File: config.mk
export PLATFORM = sky130hd
export DESIGN_NAME = simplify_formula
export DESIGN_NICKNAME = d
export VERILOG_FILES = /design/src/rtl/simplify_formula.sv
export SDC_FILE = /design/constraint.sdc
export NUM_CORES = 1
export LEC_CHECK = 0
export BUFFER_PORTS_ARGS = -buffer_cell sky130_fd_sc_hd__buf_2
export CELL_PAD_IN_SITES_DETAIL_PLACEMENT = 1
export CELL_PAD_IN_SITES_GLOBAL_PLACEMENT = 2
export CORE_MARGIN = 2
export CORE_UTILIZATION = 34
export DETAILED_ROUTE_END_ITERATION = 8
export HOLD_SLACK_MARGIN = 0.05
export MAX_ROUTING_LAYER = met4
export PLACE_DENSITY_LB_ADDON = 0.1
export SYNTH_ARGS = -nofsm -noshare
export SYNTH_HDL_FRONTEND = slang
export SYNTH_SLANG_ARGS = --single-unit
File: constraint.sdc
create_clock -name clock -period 12.66 [get_ports clock]
set_clock_uncertainty 0.2 [all_clocks]
set_input_delay 1.266 -clock clock [delete_from_list [all_inputs] [get_ports clock]]
set_output_delay 1.266 -clock clock [all_outputs]
set_load 0.03 [all_outputs]
File: src/rtl/simplify_formula.sv
// Unit propagation step for a small CNF formula: applies one assigned literal
// to every clause, one clause per cycle, and reports conflict or satisfaction.
package common;
    localparam int NC    = 4;
    localparam int NL    = 3;
    localparam int NUM_W = 8;
    localparam int LEN_W = $clog2(NL + 1);

    typedef struct packed {
        logic [NUM_W-1:0] num;
        logic             val;
    } lit;

    typedef struct packed {
        logic [LEN_W-1:0] len;
        lit [NL-1:0]      lits;
    } clause;

    typedef clause [NC-1:0] formula;

    localparam formula zero_formula = '0;
endpackage

module simplify_formula
    import common::*;
(
    input  logic   clock,
    input  logic   reset,
    input  logic   start,
    input  formula formula_in,
    input  lit     lit_in,
    output formula formula_out,
    output logic   busy,
    output logic   done,
    output logic   conflict,
    output logic   sat
);
    localparam int IDX_W  = $clog2(NC + 1);
    localparam int SLOT_W = (NC > 1) ? $clog2(NC) : 1;

    typedef enum logic [1:0] {IDLE, SCAN, FINISH} state_t;

    state_t             state_q, state_d;
    logic [IDX_W-1:0]   idx_q, idx_d;
    formula             formula_q, formula_d;
    lit                 lit_q, lit_d;
    logic               busy_q, busy_d;
    logic               done_q, done_d;
    logic               conflict_q, conflict_d;
    logic               sat_q, sat_d;

    logic [SLOT_W-1:0]  slot;
    clause              reduced;
    logic               emptied;
    logic               all_empty;

    // Only slots below len take part; a clause left without removals is untouched.
    function automatic clause reduce_clause(input clause c, input lit l, output logic empty_out);
        logic             hit;
        logic             any_rm;
        logic [LEN_W-1:0] cnt;
        clause            r;
        hit       = 1'b0;
        any_rm    = 1'b0;
        cnt       = '0;
        r         = c;
        empty_out = 1'b0;
        for (int k = 0; k < NL; k++) begin
            if (k < int'(c.len) && c.lits[k].num == l.num) begin
                if (c.lits[k].val == l.val) hit = 1'b1;
                else any_rm = 1'b1;
            end
        end
        if (hit) begin
            r.len = '0;
        end else if (any_rm) begin
            for (int k = 0; k < NL; k++) begin
                if (k < int'(c.len) && c.lits[k].num != l.num) begin
                    r.lits[cnt] = c.lits[k];
                    cnt = cnt + LEN_W'(1);
                end
            end
            for (int k = 0; k < NL; k++) begin
                if (k >= int'(cnt) && k < int'(c.len)) r.lits[k] = '0;
            end
            r.len     = cnt;
            empty_out = (cnt == '0);
        end
        return r;
    endfunction

    assign slot = idx_q[SLOT_W-1:0];

    always_comb begin
        emptied   = 1'b0;
        reduced   = reduce_clause(formula_q[slot], lit_q, emptied);
        all_empty = 1'b1;
        for (int i = 0; i < NC; i++) begin
            if (formula_q[i].len != '0) all_empty = 1'b0;
        end
    end

    always_comb begin
        state_d    = state_q;
        idx_d      = idx_q;
        formula_d  = formula_q;
        lit_d      = lit_q;
        busy_d     = busy_q;
        done_d     = 1'b0;
        conflict_d = conflict_q;
        sat_d      = sat_q;
        case (state_q)
            IDLE: begin
                if (start) begin
                    formula_d  = formula_in;
                    lit_d      = lit_in;
                    idx_d      = '0;
                    conflict_d = 1'b0;
                    sat_d      = 1'b0;
                    busy_d     = 1'b1;
                    state_d    = SCAN;
                end
            end
            SCAN: begin
                // Stop one edge after the last clause or after the clause that emptied.
                if (conflict_q || idx_q == IDX_W'(NC)) begin
                    state_d = FINISH;
                    done_d  = 1'b1;
                    sat_d   = all_empty && !conflict_q;
                end else begin
                    formula_d[slot] = reduced;
                    if (emptied) conflict_d = 1'b1;
                    idx_d = idx_q + IDX_W'(1);
                end
            end
            FINISH: begin
                state_d = IDLE;
                busy_d  = 1'b0;
            end
            default: begin
                state_d = IDLE;
                busy_d  = 1'b0;
            end
        endcase
    end

    always_ff @(posedge clock or negedge reset) begin
        if (!reset) begin
            state_q    <= IDLE;
            idx_q      <= '0;
            formula_q  <= zero_formula;
            lit_q      <= '0;
            busy_q     <= 1'b0;
            done_q     <= 1'b0;
            conflict_q <= 1'b0;
            sat_q      <= 1'b0;
        end else begin
            state_q    <= state_d;
            idx_q      <= idx_d;
            formula_q  <= formula_d;
            lit_q      <= lit_d;
            busy_q     <= busy_d;
            done_q     <= done_d;
            conflict_q <= conflict_d;
            sat_q      <= sat_d;
        end
    end

    assign formula_out = formula_q;
    assign busy        = busy_q;
    assign done        = done_q;
    assign conflict    = conflict_q;
    assign sat         = sat_q;
endmodule

* Word level (Yosys, flattened, before mapping)
Index checks and enable logic that the tools add are counted.
Widths: inputs -> output; s select.
** Cells by class
- Add/sub/neg operators :: 3
- Order comparisons :: 12
- Equal/unequal tests :: 15
- Mux-type cells :: 69
- Bitwise gates (word level) :: 1
- Reductions and logical operators :: 28
** Operators with widths (number)
- $mux 116 :: 2
- $pmux 116 s2 :: 1
- $mux 27 :: 5
- $bwmux 116 :: 1
- $mux 29 :: 3
- $mux 9 :: 7
- $bmux 29 s2 :: 1
- $demux 29 s2 :: 1
- $bwmux 27 :: 2
- $demux 9 s2 :: 2
- $mux 1 :: 26
- $eq 8x8->1 :: 3
- $ne 8x8->1 :: 3
- $mux 2 :: 11
- $logic_and 1x1->1 :: 13
- $reduce_bool 2->1 :: 5
- $lt 2x3->1 const B :: 3
- $ne 2x2->1 const B :: 4
- $ge 2x1->1 const B :: 3
- $mux 3 :: 2
- $pmux 1 s2 :: 3
- $pmux 3 s2 :: 1
- $reduce_and 2->1 :: 3
- $reduce_and 3->1 :: 2
- 15 further kinds :: 21
** Word-level totals
- Bits in registers :: 134
- Bits of input ports :: 128
- Output and inout bits :: 120
- Logic and storage cells :: 164

* Depth between registers and ports, before layout
- Word-level depth :: 27
- Depth in mapped cells :: 18
- Gate-level depth less buffers :: 13

* Worst setup path after synthesis
OpenSTA, ideal clock, no wires.
- Path type :: reg2reg
- From :: reg idx_q[0]
- To :: reg formula_q, in the netlist formula_out[100]
- Library setup time :: 0.090 ns
- Arrival time :: 3.769 ns
- Required time :: 12.370 ns
- Slack :: 8.601 ns
- Cell stages (with the launch flop) :: 17
- Path buffers :: 8
- Period minus slack after synthesis :: 4.059 ns
- Cells stage by stage :: dfrtp_1 -> buf_6 -> buf_2 -> buf_1 -> buf_1 -> inv_1 -> ha_1 -> clkbuf_1 -> a21oi_1 -> and2_1 -> clkbuf_1 -> nor2_1 -> inv_1 -> clkbuf_1 -> clkbuf_1 -> nand2_1 -> o221ai_1
** Between the ends
- Cells in the longest elaborated chain, start to end :: 23
- Elaborated cells between the ends (all ways) :: 76
- Those cells by class :: add/sub: 2; order compare: 10; eq/ne: 11; mux: 41; reduce/logical: 12
** RTL lines
- start, declared :: RTL line 44 : logic [IDX_W-1:0] idx_q, idx_d;
- start signal, assigned :: RTL line 159 : idx_q <= idx_d;
- $bmux 29 s2 :: RTL line 96 : reduced = reduce_clause(formula_q[slot], lit_q, emptied);
- $mux 29 (implied by the code) :: RTL line 96
- $lt 1x2->1 or $ne 8x8->1 (tied branches) :: RTL line 69, 78
- $logic_and 1x1->1 :: RTL line 78 : if (k < int'(c.len) && c.lits[k].num != l.num) begin
- $mux 1 :: RTL line 78
- $mux 2 :: RTL line 76 : end else if (any_rm) begin
- $mux 2 :: RTL line 74 : if (hit) begin
- $add 2x1->2, or another cell as far along :: RTL line 80 : cnt = cnt + LEN_W'(1);
- (+7 left out)
- $ge 1x2->1 or $bwmux 27 (tied branches) :: RTL line 84, 79
- $logic_and 1x1->1 or $mux 27 (tied branches) :: RTL line 84, 78
- $mux 9 :: RTL line 84 : if (k >= int'(cnt) && k < int'(c.len)) r.lits[k] = '0;
- $mux 29 :: RTL line 76
- $mux 27 :: RTL line 74
- $bwmux 116 :: RTL line 131 : formula_d[slot] = reduced;
- $mux 116 :: RTL line 126 : if (conflict_q || idx_q == IDX_W'(NC)) begin
- $pmux 116 s2 :: RTL line 112 : case (state_q)
- end signal, assigned :: RTL line 151 : formula_q <= zero_formula;
- end signal, assigned :: RTL line 160 : formula_q <= formula_d;
- end, declared :: RTL line 45 : formula formula_q, formula_d;
Parallel ways exist; a longest one is shown, timed or not. The select of a mux whose other input is x is not followed.
A chain may end at the register's enable or synchronous reset.

* Final worst setup path
- From :: reg idx_q[1]
- To :: reg formula_q, in the netlist formula_out[33]
** Between the ends
- Cells in the longest elaborated chain, start to end :: 23
- Elaborated cells between the ends (all ways) :: 78
- Those cells by class :: add/sub: 2; order compare: 10; eq/ne: 11; mux: 43; reduce/logical: 12
** RTL lines (RTL line)
- $bmux 29 s2 :: 96
- $mux 29 (implied by the code) :: 96
- $lt 1x2->1 or $ne 8x8->1 (tied branches) :: 69, 78, 84
- $logic_and 1x1->1 :: 78
- $mux 1 :: 78
- $mux 2 :: 76
- $mux 2 :: 74
- $add 2x1->2, or another cell as far along :: 80
- (+7 left out)
- $ge 1x2->1 or $bwmux 27 (tied branches) :: 84, 79
- $logic_and 1x1->1 or $mux 27 (tied branches) :: 84, 78
- $mux 9 :: 84
- $mux 29 :: 76
- $mux 27 :: 74
- $bwmux 116 :: 131
- $mux 116 :: 126
- $pmux 116 s2 :: 112
Parallel ways exist; a longest one is shown, timed or not. The select of a mux whose other input is x is not followed.

==> summary.md <==
| Metric | Value |
|---|---|
| Status | finished clean |
| Share of synthesized registers carrying an async set or reset | 1.00 |
| TritonCTS clock tree | done |
| Setup TNS | 0 ns |
| RSZ-0062 raised after global routing | false |
| Area taken by multi-input logic gates | 4700 µm² |
| Most numerous cell in the Yosys netlist | dfrtp_1 |
| Post-layout net count | 1,228 |
| Yosys warnings | 0 |
| First-pass GRT wire length | around 58,000 µm |
| Cell Area, Placed | 9870 µm² |
| Slew headroom | 0.132 |
| Seq. cell area | 3360 µm² |
| Placer Congestion | 0.958 |
| Largest net degree at the start of global routing | 83 |
| Critical path peak fanout | 34 |
| Fillers | 2,878 |
| Site Rows | between 50 and 60 |
| Reg clk slew, reported paths | approximately 0.060 ns |
| Total track usage | 0.303 |
| Io pins | ~250 |
| CP required | approximately 13 ns |
| Number of H-tree levels | 4 |
| Post-Route WL | 37,700 µm |
| Clock root buffer master | clkbuf_16 |
| Wire per inst | between 20 and 30 µm |
| Max_cap viols | 0 |
| Crit path time final | ~5.6 ns |
| Core area | about 24,000 µm² |
| Setup Buffers After CTS | 0 |
| Area growth, synth to finish | 24.7% |
| Critical Path End Type | flop |
| Synth cell count leaders | dfrtp_1 (134), nor2_1 (116), a22oi_1 (81), nand2_1 (77), a21oi_1 (69) |
| Worst min path class | flop to flop |
| Clock Tree Buf Depth | 2 |
| Vias | about 8,700 |
| Share of the yosys chip area belonging to registers | 0.400 |
| Fmax | 179 MHz |
| Cell area after synthesis | about 8400 µm² |
| PortBufs | approximately 250 |
| Layout cells sized above 1 | 0.338 |
| Area leader, netlist | dfrtp_1 |
| Final period util | 0.440 |
| Min Hold Slack | roughly 0.30 ns |
| DRC | 0 |
| N_diodes | 0 |
| Crit Path Category | flop to flop |
| Initial Util | 0.346 |
| Final instance area | roughly 10,000 µm² |
| Remaining Overflow, GRT | 0 |
| DR vias/cell | roughly 6.1 |
| Actual slew at the worst max-slew pin | between 1 and 1.5 ns |
| Netlist cell types | 52 |
| ANT nets after route | 0 |
| Final Max Slew Viols | 0 |
| Vert. Die Dim | around 160 µm |
| Synthesized flop and latch total | approximately 130 |
| Ys flop type | dfrtp_1 |
| Initial antenna violation count | 0 |
| Die Wd | ~160 µm |
| Die area | between 20,000 and 30,000 µm² |
| CTS buffer count | 17 |
| Syn nets | roughly 1,000 |
| Setup violations, final | 0 |
| Synth top area cells | dfrtp_1 (40%), mux4_2 (7.8%), a22oi_1 (7.3%) |
| First drt pass iteration count | 6 |
| CP Launch Type | flop |
| Clock Latency Late Sink | around 0.44 ns |
| Dpl hpwl | ~27,000 µm |
| Share of the synthesized area in the top cell type | 0.400 |
| Vias in the first global route | 9,034 |
| Final Hold Vio Count | 0 |
| CTS sink cnt | around 130 |
| Cts repair resizes | 0 |
| Syn Area/Cell | 9.53 µm² |
| Number of flops mapped to enable cells by yosys | 0 |
| Post-Synthesis Cells | 880 |
| CP arrival | 5.66 ns |
| Initial DRC Count | about 770 |
| Post-CTS Hold Buffers | 0 |
==> metrics by stage <==
step | util | setup slack (ns) | std cells
6_report | 0.431 | 7.09 | 1429
5_1_grt | 0.431 | 6.66 | 1429
4_1_cts | 0.431 | 7.13 | 1429
3_5_place_dp | 0.407 | 7.14 | 1398
3_3_place_gp | 0.407 | 7.25 | 1397
2_1_floorplan | - | 8.60 | 880
==> worst paths after layout <==
check	start	end	slack [ns]	cells past startpoint
setup / recovery	idx_q[1]	formula_out[33]	7.09	14
hold / removal	sat	sat	0.30	1
setup reg to reg	idx_q[1]	formula_out[33]	7.09	14
hold reg to reg	sat	sat	0.30	1
max in group asynchronous	reset	idx_q[0]	10.20	2
min in group asynchronous	reset	idx_q[2]	0.61	1
==> state kept, by name, indices dropped and copies added (netlist names) <==
| name | cells |
|---|---|
| formula_out | 116 |
| state_q | 2 |
| lit_q | 9 |
| sat | 1 |
| done | 1 |
| busy | 1 |
| idx_q | 3 |
| conflict | 1 |
==> critical path: stages (launching register included) <==
cell and delay [ns]:
dfrtp_2 0.72, buf_4 0.43, inv_1 0.39, ha_1 0.50, a21oi_1 0.41, and2_1 0.42
nor2_2 0.07, buf_4 0.27, inv_1 0.70, o21ai_2 0.43, buf_4 0.38, a21oi_1 0.17
nor2_1 0.06, a21oi_1 0.14, o31ai_1 0.11
==> routing by layer <==
metal  routed length [µm]  global-route usage  vias to the layer above
met1                17000               0.420                     4438
met2                17500               0.466                      369
met4                  949               0.100                        0
met3                 2180              0.0352                       60
li1                     -                   -                     3789
met5                    0                   -                        -
==> final cells by class <==
type                    instances  share of cell area
inverters                      17             0.00610
flip-flops and latches        134               0.321
repair buffers                261               0.129
multi-input cells             662               0.449
clock inverters                13              0.0141
clock buffers                  18              0.0420
well taps                     324              0.0388
==> placed cells by master (no fill, tap or decap), drive strengths merged, types with 21 or more instances in the layout <==
master,n
a22oi,81
dfrtp,134
mux4,29
o21ai,29
o221ai,54
nor3,26
nor2,118
xnor2,28
inv,21
nand2,77
a21oi,70
buf,261
==> kinds of logic (layout without fill, tap and decap cells) <==
group,Yosys count,in the layout,share of synthesized area
adders and majority gates,7,7,0.0104
AOI/OAI and AO/OA,307,307,0.258
xor gates and xnor gates,28,28,0.0292
muxes,64,64,0.123
and+or+nand+nor,256,256,0.137
DFF,134,134,0.400
buffers and inverters,84,309,0.0427
Power is not shown: default switching activity piles up to over one toggle a cycle in this logic, so the estimate is an artifact.
